<file path="src/rtl/attopu_pkg.sv">
// Shared types and constants for the attopu fetch/PC stage.
package attopu_pkg;

  localparam int INSTR_W = 16;

  localparam logic [1:0] PCSEL_INC     = 2'b00;
  localparam logic [1:0] PCSEL_REL     = 2'b01;
  localparam int         PCSEL_REG_BIT = 1;

  typedef enum logic [1:0] {
    BOOT  = 2'd0,
    FETCH = 2'd1,
    EXEC  = 2'd2
  } fetch_state_e;

endpackage

</file>
<file path="src/rtl/attopu_fetch_if.sv">
// Instruction-memory req/ack bus between the fetch stage and instruction memory.
interface attopu_fetch_if
  import attopu_pkg::*;
#(
  parameter int ADDR_W = 16
);

  logic               req;
  logic [ADDR_W-1:0]  addr;
  logic               ack;
  logic [INSTR_W-1:0] rdata;

  modport master (output req, output addr, input ack, input rdata);
  modport slave  (input req, input addr, output ack, output rdata);

endinterface

</file>
<file path="src/rtl/attopu_pc_next.sv">
// Combinational next-PC selection: increment, relative branch or register target.
module attopu_pc_next
  import attopu_pkg::*;
#(
  parameter int ADDR_W = 16
) (
  input  logic [ADDR_W-1:0] pc,
  input  logic [1:0]        nextPCSel,
  input  logic [ADDR_W-1:0] addr,
  input  logic [ADDR_W-1:0] regPCValue,
  output logic [ADDR_W-1:0] next_pc
);

  // Only the high select bit is trusted for the register path; bit 0 may be x.
  always_comb begin
    next_pc = pc + ADDR_W'(1);
    if (nextPCSel[PCSEL_REG_BIT]) begin
      next_pc = regPCValue;
    end else if (nextPCSel == PCSEL_REL) begin
      next_pc = pc + addr;
    end
  end

endmodule

</file>
<file path="src/rtl/attopu_fetch.sv">
// Fetch/PC stage: BOOT -> FETCH (req/ack) -> EXEC (one decoder cycle) -> FETCH ...
module attopu_fetch
  import attopu_pkg::*;
#(
  parameter int                ADDR_W   = 16,
  parameter logic [ADDR_W-1:0] RESET_PC = '0
) (
  input  logic                clk,
  input  logic                reset,
  attopu_fetch_if.master      imem,
  output logic [INSTR_W-1:0]  instruction,
  output logic                instr_valid,
  input  logic [1:0]          nextPCSel,
  input  logic [ADDR_W-1:0]   addr,
  input  logic [ADDR_W-1:0]   regPCValue,
  input  logic                exec_stall,
  output logic [ADDR_W-1:0]   pc,
  output logic [15:0]         retire_count
);

  fetch_state_e       state_q, state_d;
  logic [ADDR_W-1:0]  pc_q, pc_d;
  logic [INSTR_W-1:0] instr_q, instr_d;
  logic [15:0]        retire_q, retire_d;
  logic [ADDR_W-1:0]  next_pc;

  attopu_pc_next #(.ADDR_W(ADDR_W)) u_pc_next (
    .pc         (pc_q),
    .nextPCSel  (nextPCSel),
    .addr       (addr),
    .regPCValue (regPCValue),
    .next_pc    (next_pc)
  );

  always_comb begin
    state_d  = state_q;
    pc_d     = pc_q;
    instr_d  = instr_q;
    retire_d = retire_q;
    case (state_q)
      BOOT: state_d = FETCH;
      FETCH: begin
        if (imem.ack) begin
          instr_d = imem.rdata;
          state_d = EXEC;
        end
      end
      EXEC: begin
        // Decoder outputs are consumed only on the cycle that leaves EXEC.
        if (!exec_stall) begin
          pc_d     = next_pc;
          retire_d = retire_q + 16'd1;
          state_d  = FETCH;
        end
      end
      default: state_d = BOOT;
    endcase
  end

  always_ff @(posedge clk) begin
    if (reset) begin
      state_q  <= BOOT;
      pc_q     <= RESET_PC;
      instr_q  <= '0;
      retire_q <= '0;
    end else begin
      state_q  <= state_d;
      pc_q     <= pc_d;
      instr_q  <= instr_d;
      retire_q <= retire_d;
    end
  end

  assign imem.req     = (state_q == FETCH);
  assign imem.addr    = pc_q;
  assign instr_valid  = (state_q == EXEC);
  assign instruction  = instr_q;
  assign pc           = pc_q;
  assign retire_count = retire_q;

endmodule

</file>
<file path="src/flat_wrapper.sv">
// flat-port wrapper written by rule: the top's interface ports become plain ports
module attopu_fetch_flat import attopu_pkg::*;
#(
  parameter int                ADDR_W   = 16,
  parameter logic [ADDR_W-1:0] RESET_PC = '0
)
  (clk, reset, instruction, instr_valid, nextPCSel, addr, regPCValue, exec_stall, pc, retire_count, imem_req, imem_addr, imem_ack, imem_rdata);
  attopu_fetch_if #(.ADDR_W(ADDR_W)) imem_i ();
  input  logic clk;
  input  logic reset;
  output logic [INSTR_W-1:0] instruction;
  output logic instr_valid;
  input  logic [1:0] nextPCSel;
  input  logic [ADDR_W-1:0] addr;
  input  logic [ADDR_W-1:0] regPCValue;
  input  logic exec_stall;
  output logic [ADDR_W-1:0] pc;
  output logic [15:0] retire_count;
  output wire logic [$bits(imem_i.req)-1:0] imem_req;
  output wire logic [$bits(imem_i.addr)-1:0] imem_addr;
  input wire logic [$bits(imem_i.ack)-1:0] imem_ack;
  input wire logic [$bits(imem_i.rdata)-1:0] imem_rdata;
  assign imem_req = imem_i.req;
  assign imem_addr = imem_i.addr;
  assign imem_i.ack = imem_ack;
  assign imem_i.rdata = imem_rdata;
  attopu_fetch #(.ADDR_W(ADDR_W), .RESET_PC(RESET_PC)) u_core (.clk(clk), .reset(reset), .imem(imem_i), .instruction(instruction), .instr_valid(instr_valid), .nextPCSel(nextPCSel), .addr(addr), .regPCValue(regPCValue), .exec_stall(exec_stall), .pc(pc), .retire_count(retire_count));
endmodule
</file>
<file path="config.mk">
export PLATFORM = sky130hd
export DESIGN_NAME = attopu_fetch_flat
export DESIGN_NICKNAME = d
export VERILOG_FILES = /design/src/rtl/attopu_pkg.sv /design/src/rtl/attopu_fetch_if.sv /design/src/rtl/attopu_pc_next.sv /design/src/rtl/attopu_fetch.sv /design/src/flat_wrapper.sv
export SDC_FILE = /design/constraint.sdc
export NUM_CORES = 1
export LEC_CHECK = 0
export CORE_UTILIZATION = 49
export CTS_BUF_LIST = sky130_fd_sc_hd__clkbuf_2
export DETAILED_ROUTE_END_ITERATION = 7
export GPL_TIMING_DRIVEN = 0
export PLACE_DENSITY = 0.86
export SKIP_CTS_REPAIR_TIMING = 1
export SLEW_MARGIN = 20
export SYNTH_ARGS = -nofsm -noshare
export SYNTH_HDL_FRONTEND = slang
export SYNTH_HIERARCHICAL = 1
export SYNTH_SLANG_ARGS = --single-unit
</file>
<file path="constraint.sdc">
create_clock -name clk -period 5.8 [get_ports clk]
set_input_delay 1.16 -clock clk [delete_from_list [all_inputs] [get_ports clk]]
set_output_delay 1.16 -clock clk [all_outputs]
set_load 0.01 [all_outputs]
</file>
==> qor.txt, run 1 <==
Status = complete, no violations
Core Util, Final = 74.0%
CTS tree = yes
Final Net Count = 620
Delay-heaviest family, CP = compound AO/OA/AOI/OAI gates
Slew Viols, Final = 0
Clk sinks = 50
Post-Place Cell Area = 0.00444 mm^2
Rows = 28
Core Area = 0.00610 mm^2
Synth Register Bits = 50
Clk_skew = 0.0405 ns
Psw = 0.000178 W
Internal cell power = 0.000499 W
Worst slew pin tran = 0.714 ns
CP arrival = 4.50 ns
Fin. Hold Viols = 0
Setup TNS = 0 ns
Port Buf Inserts = 118
Synth warnings = 6
Critical path type = in -> reg
Worst min path class = reg -> reg
Clock share of power = 27.5%
Post-route ant nets = 0
Final worst path period share = 71.5%
HPWL after detailed placement = 7.03 mm
Switching fraction of total power = 26.3%
Number of detailed-routing iterations run before antenna repair = 5
H-tree levels = 2
Fill cells = 495
Worst EP required = 6.15 ns
Starting Density = 52.0%
Grt total ovfl = 0
CP Capture Type = flip-flop
CTS buffer count = 5
DR iter-0 viols = 139
Crit path launch type = primary input
RePlAce Congestion = 0.891
DRC = 0
Slew HR = 52.0%
DR WL/cell = 14.3 um
First-pass GRT wire length = 13.7 mm
Clk root buf = clkbuf_2
CP bufs+invs = 3
Area growth from synthesis to layout = 42.4%
N_diodes = 0
Initial antenna violation count = 0
Number of synthesized flops with an enable pin = 0
DR vias = 3350
Max stage delay on crit path = 0.55 ns
Synth Flop Type = dfxtp_1
Multi-input gate area = 0.00192 mm^2
Fin crit period = 4.15 ns
Vias in the first global route = 3018
Max FO, Critical Path = 10
Worst-path clk slew = 0.24 ns
Pwr/cell area = 150 mW/mm^2
Register area share after synthesis = 31.6%
Vias per cell = 5.36
Post-Route WL = 8.95 mm
Leak pwr = 1.74 nW
Layout cell share with drive strength beyond 1 = 8.36%
Post-Syn Area = 0.00317 mm^2
Tot GR Track Use = 26.2%
Unrepaired setup endpoints after global routing = false
I/O pin total = 120
Clock latency on the worst-skew pair = 0.44 ns
Slowest-stage cell, CP = clkdlybuf4s50_1
Syn nets = 495
Highest Clock Rate = 241 MHz
Max Cap Viol = 0
Reg area = 0.00100 mm^2
Maximum VDD drop = 0.153 mV
Gate power share = 19.4%
Die footprint = 0.00679 mm^2
Pin count of the biggest net entering global routing = 17
Syn Inst Count = 424
Syn Area/Cell = 7.47 um^2
Synth async-reset ratio = 0%
Endpoints failing setup = 0
Worst path cell trace = clkdlybuf4s50_1, nor2b_1, clkbuf_1, and2_1, ha_1, buf_6, a21oi_4, o22ai_2, o211a_1, o31a_1, o31ai_1, nand2_1, a21oi_1
Max clock buf depth = 2
Design area = 0.00451 mm^2
DIE WIDTH = 82.4 um
Most frequent cells in the layout = clkdlybuf4s50_1 (118), nand2_1 (98), dfxtp_1 (50), a21oi_1 (49), nor2_1 (27)
Die H = 82.4 um
Synth unique cells = 55
Most common cell after layout, fill and taps aside = clkdlybuf4s50_1
Sequential power share = 53.0%
## cells in the mapped netlist (5+ instances only)
library cell	count	share of area, %
buf_4	16	3.8
o21ai_0	17	2.7
clkbuf_1	15	1.8
dfxtp_1	50	32
nand3_1	10	1.6
nor3_1	5	0.79
nand4_1	8	1.6
nand2_1	98	12
nor2_1	27	3.2
xnor2_1	7	1.9
nor2b_1	6	1.2
ha_1	16	6.3
xor2_1	7	1.9
or3_1	5	0.99
mux2_2	5	1.8
and2_1	15	3.0
a21oi_1	49	7.7
## cells by family after synthesis
| group | count (synthesis) | share of synthesized area [%] |
|---|---|---|
| buf+inv | 45 | 7.70 |
| xor+xnor | 14 | 3.87 |
| fa+ha+maj | 17 | 6.95 |
| simple gates | 192 | 28.2 |
| mux | 6 | 2.09 |
| compound gates | 100 | 19.6 |
| flops | 50 | 31.6 |
## per-stage QoR
step / cells / total power, W / hold slack (ns) / setup slack, ns
6_report: 625 / 0.000677 / 0.474 / 1.65
5_1_grt: 625 / 0.000706 / 0.495 / 1.52
4_1_cts: 625 / 0.000682 / 0.478 / 1.74
3_5_place_dp: 617 / 0.000497 / 0.449 / 1.31
3_3_place_gp: 617 / 0.000494 / 0.442 / 1.25
2_1_floorplan: 424 / 0.000426 / 0.481 / 2.52
## per-layer routing
metal	part of all wire (%)	global-route usage, %
met5	0	0
met4	1.9	7.72
met3	6.6	4.07
met2	47	45.8
met1	44	33.1
## layout make-up
class,count,share of cell area (%)
multi-input combinational,329,42.6
buffer,41,5.07
tap,75,2.08
sequential,50,22.2
clock inverter,3,0.970
timing repair buffer,118,26.2
clock buffer,5,0.554
inverter,4,0.333
## worst paths after layout
kind	start	to	slack, ns	cells after the start
setup / recovery	nextPCSel[1]	u_core/imem.addr[13]	1.65	13
hold / removal	u_core/instruction[0]	u_core/instruction[0]	0.47	2
setup reg to reg	u_core/imem.addr[0]	u_core/imem.addr[12]	3.24	8
hold reg to reg	u_core/instruction[0]	u_core/instruction[0]	0.47	2
## sequential cells by signal, indices dropped and copies added (netlist names)
register,flops
u_core/retire_count,16
u_core/instruction,16
u_core/state_q,2
u_core/imem.addr,16
## tightest hold or removal path, stage by stage (launching register included)
cell	delay, ns
dfxtp_1	0.37
nand2_1	0.05
a21oi_1	0.05
## power groups by stage
stage               Combinational, W  Sequential, W  Clock (W)
floorplan                  0.0000580       0.000368          0
global placement            0.000129       0.000365          0
detailed placement          0.000131       0.000366          0
CTS                         0.000132       0.000359   0.000191
global route                0.000144       0.000361   0.000202
finish                      0.000132       0.000359   0.000186
No activity file was read; power rests on OpenSTA's default activity.
==> run 2: changes to the inputs <==
--- a/config.mk
+++ b/config.mk
@@ -5,11 +5,11 @@
 export SDC_FILE = /design/constraint.sdc
 export NUM_CORES = 1
 export LEC_CHECK = 0
-export CORE_UTILIZATION = 49
+export CORE_UTILIZATION = 46
 export CTS_BUF_LIST = sky130_fd_sc_hd__clkbuf_2
 export DETAILED_ROUTE_END_ITERATION = 7
 export GPL_TIMING_DRIVEN = 0
-export PLACE_DENSITY = 0.86
+export PLACE_DENSITY = 0.81
 export SKIP_CTS_REPAIR_TIMING = 1
 export SLEW_MARGIN = 20
 export SYNTH_ARGS = -nofsm -noshare
==> constraint.sdc (replaced) <==
create_clock -name clk -period 4.15 [get_ports clk]
set_input_delay 0.83 -clock clk [delete_from_list [all_inputs] [get_ports clk]]
set_output_delay 0.83 -clock clk [all_outputs]
set_load 0.01 [all_outputs]
==> run 2 against run 1 <==
Net effect:
- design area is 0.61% lower
- die area is 6.4% higher
- global-route usage is 2.0 points lower
- utilization is 5.0 points lower
- first-iteration DRC count is 21% lower
- combinational power is 39% higher
- sequential share of layout area is 0.14 points higher
- hold slack worse by 0.0028 ns
- non-clock buffer count stayed put
- power is 28% higher
- wire length is 1.1% lower
- clock-buffer cell count is 1 higher
- critical endpoint unchanged
==> qor.txt, run 2 (synthesized netlist as in run 1, its figures left out) <==
R2R cell count = 8 (unchanged)
Max FO, Critical Path = 10 (unchanged)
Endpoints failing setup = 0 (unchanged)
Worst R2R End = u_core/imem.addr[12] (unchanged)
Tot GR Track Use = 24.2% (was 26.2%)
Critical path type = in -> reg (unchanged)
Worst-path clk slew = 0.24 ns (about the same)
Max Cap Viol = 0 (unchanged)
Worst slew pin tran = 0.687 ns (was 0.714 ns)
Clock share of power = 21.1% (was 27.5%)
CTS tree = yes (unchanged)
Critical R2R Launch = u_core/imem.addr[0] (unchanged)
Final worst path period share = 90.9%
Layout cell share with drive strength beyond 1 = 8.18% (was 8.36%)
Gate power share = 21.1% (was 19.4%)
Max clock buf depth = 2 (unchanged)
Worst Hold Path Cells = 2 (unchanged)
Hold EP = u_core/instruction[8] (was u_core/instruction[0])
Maximum VDD drop = 0.232 mV (was 0.153 mV)
Starting Density = 48.8% (was 52.0%)
Unrepaired setup endpoints after global routing = false (unchanged)
First-pass GRT wire length = 14.2 mm (was 13.7 mm)
N_diodes = 0 (unchanged)
HPWL after detailed placement = 7.05 mm (was 7.03 mm)
Vias in the first global route = 3099 (was 3018)
Slowest-stage cell, CP = clkdlybuf4s50_1 (unchanged)
Sequential power share = 57.8% (was 53.0%)
Slew HR = 53.8% (was 52.0%)
Core Area = 0.00649 mm^2 (was 0.00610 mm^2)
Final Net Count = 620 (unchanged)
CTS buffer count = 5 (unchanged)
Clk_skew = 0.0205 ns (was 0.0405 ns)
Worst reg2reg setup slack = 1.57 ns (was 3.24 ns)
Number of detailed-routing iterations run before antenna repair = 8 (was 5)
Pwr/cell area = 194 mW/mm^2 (was 150 mW/mm^2)
Min-Delay Startpoint = u_core/instruction[8] (was u_core/instruction[0])
Fin crit period = 3.77 ns
CP arrival = 4.11 ns (was 4.50 ns)
Clock latency on the worst-skew pair = 0.40 ns (was 0.44 ns)
Most common cell after layout, fill and taps aside = clkdlybuf4s50_1 (unchanged)
Psw = 0.000233 W (was 0.000178 W)
Most frequent cells in the layout = clkdlybuf4s50_1 (118), nand2_1 (98), dfxtp_1 (50), a21oi_1 (49), nor2_1 (27) (unchanged)
Core Util, Final = 69.1% (was 74.0%)
Clk sinks = 50 (unchanged)
Switching fraction of total power = 26.8% (was 26.3%)
Worst path cell trace = clkdlybuf4s50_1, nor2b_1, clkbuf_1, and2_1, ha_1, a21oi_4, o22ai_2, o211a_1, o31a_1, o31ai_1, nand2_1, a21oi_1 (was clkdlybuf4s50_1, nor2b_1, clkbuf_1, and2_1, ha_1, buf_6, a21oi_4, o22ai_2, o211a_1, o31a_1, o31ai_1, nand2_1, a21oi_1)
Leak pwr = 1.73 nW (was 1.74 nW)
Setup TNS = 0 ns (unchanged)
Max stage delay on crit path = 0.52 ns (was 0.55 ns)
Grt total ovfl = 0 (unchanged)
RePlAce Congestion = 0.988 (was 0.891)
Die H = 85.0 um (was 82.4 um)
DR WL/cell = 14.1 um (was 14.3 um)
Highest Clock Rate = 265 MHz
Die footprint = 0.00723 mm^2 (was 0.00679 mm^2)
DR iter-0 viols = 110 (was 139)
Pin count of the biggest net entering global routing = 15 (was 17)
Port Buf Inserts = 118 (unchanged)
Rows = 29 (was 28)
Initial antenna violation count = 0 (unchanged)
Post-route ant nets = 0 (unchanged)
H-tree levels = 2 (unchanged)
Worst EP required = 4.49 ns (was 6.15 ns)
Status = complete, no violations (unchanged)
CP Capture Type = flip-flop (unchanged)
Slew Viols, Final = 0 (unchanged)
Crit path launch type = primary input (unchanged)
DRC = 0 (unchanged)
DR vias = 3369 (was 3350)
Clk root buf = clkbuf_2 (unchanged)
Fin. Hold Viols = 0 (unchanged)
Worst min path class = reg -> reg (unchanged)
Area growth from synthesis to layout = 41.5% (was 42.4%)
DIE WIDTH = 85.0 um (was 82.4 um)
I/O pin total = 120 (unchanged)
Vias per cell = 5.37 (was 5.36)
Internal cell power = 0.000635 W (was 0.000499 W)
Post-Route WL = 8.85 mm (was 8.95 mm)
==> run 2: changes by cell type in the layout (fill, tap and decap cells not counted), sizes merged <==
| cell | delta |
|---|---|
| bufinv | -1 |
| clkbuf | +1 |
| clkinv | +1 |
| inv | -1 |
==> run 2: critical path: cells and delay by family <==
| family | cells | cell delay [ns] |
|---|---|---|
| and+or+nand+nor | 3 | 0.76 |
| adders and majority gates | 1 | 0.32 |
| buffers and inverters | 2 | 0.89 |
| AOI/OAI and AO/OA | 6 | 1.29 |
==> run 2: layout make-up <==
| cell class | count | area [um^2] |
|---|---|---|
| Clock inverter | 2 | 8.76 |
| Clock buffer | 6 | 30.0 |
| Multi-Input combinational cell | 329 | 1920 |
| Sequential cell | 50 | 1000 |
| Tap cell | 77 | 96.3 |
| Fill cell | 556 | 2010 |
| Inverter | 4 | 15.0 |
| Buffer | 41 | 229 |
| Timing Repair Buffer | 118 | 1180 |
==> run 2: per-layer routing <==
metal / up-vias / track usage [%] / share of wire [%]
met5: - / 0 / 0
met2: 105 / 43.5 / 49
met1: 1559 / 29.4 / 43
met4: 0 / 8.01 / 1.6
li1: 1695 / - / -
met3: 10 / 3.89 / 6.1
==> run 2: how the worst max path moves through the flow <==
stage	start	end	slack (ns)
after CTS	nextPCSel[1]	u_core/imem.addr[13]	0.43
after global routing	nextPCSel[1]	u_core/imem.addr[13]	0.10
after floorplan	nextPCSel[0]	u_core/imem.addr[13]	1.20
after global placement	nextPCSel[1]	u_core/imem.addr[12]	0.04
after detailed placement	nextPCSel[1]	u_core/imem.addr[13]	0.007
final	nextPCSel[1]	u_core/imem.addr[13]	0.38
==> run 2: through the flow <==
stage | total power, W | area, um^2 | setup WS, ns | hold WS, ns | instances
final | 0.000868 | 4490 | 0.377 | 0.471 | 627
after global routing | 0.000913 | 4490 | 0.101 | 0.502 | 627
after CTS | 0.000876 | 4490 | 0.427 | 0.472 | 627
after detailed placement | 0.000694 | 4450 | 0.00746 | 0.448 | 619
after global placement | 0.000690 | 4450 | 0.0354 | 0.441 | 619
after floorplan | 0.000595 | 3170 | 1.20 | 0.481 | 424
==> run 2: power groups by stage <==
stage	Combinational (W)	Sequential, W	Clock [W]
global placement	0.000179	0.000510	0
floorplan	0.0000810	0.000514	0
finish	0.000183	0.000502	0.000183
CTS	0.000184	0.000502	0.000191
global route	0.000200	0.000504	0.000209
detailed placement	0.000183	0.000511	0
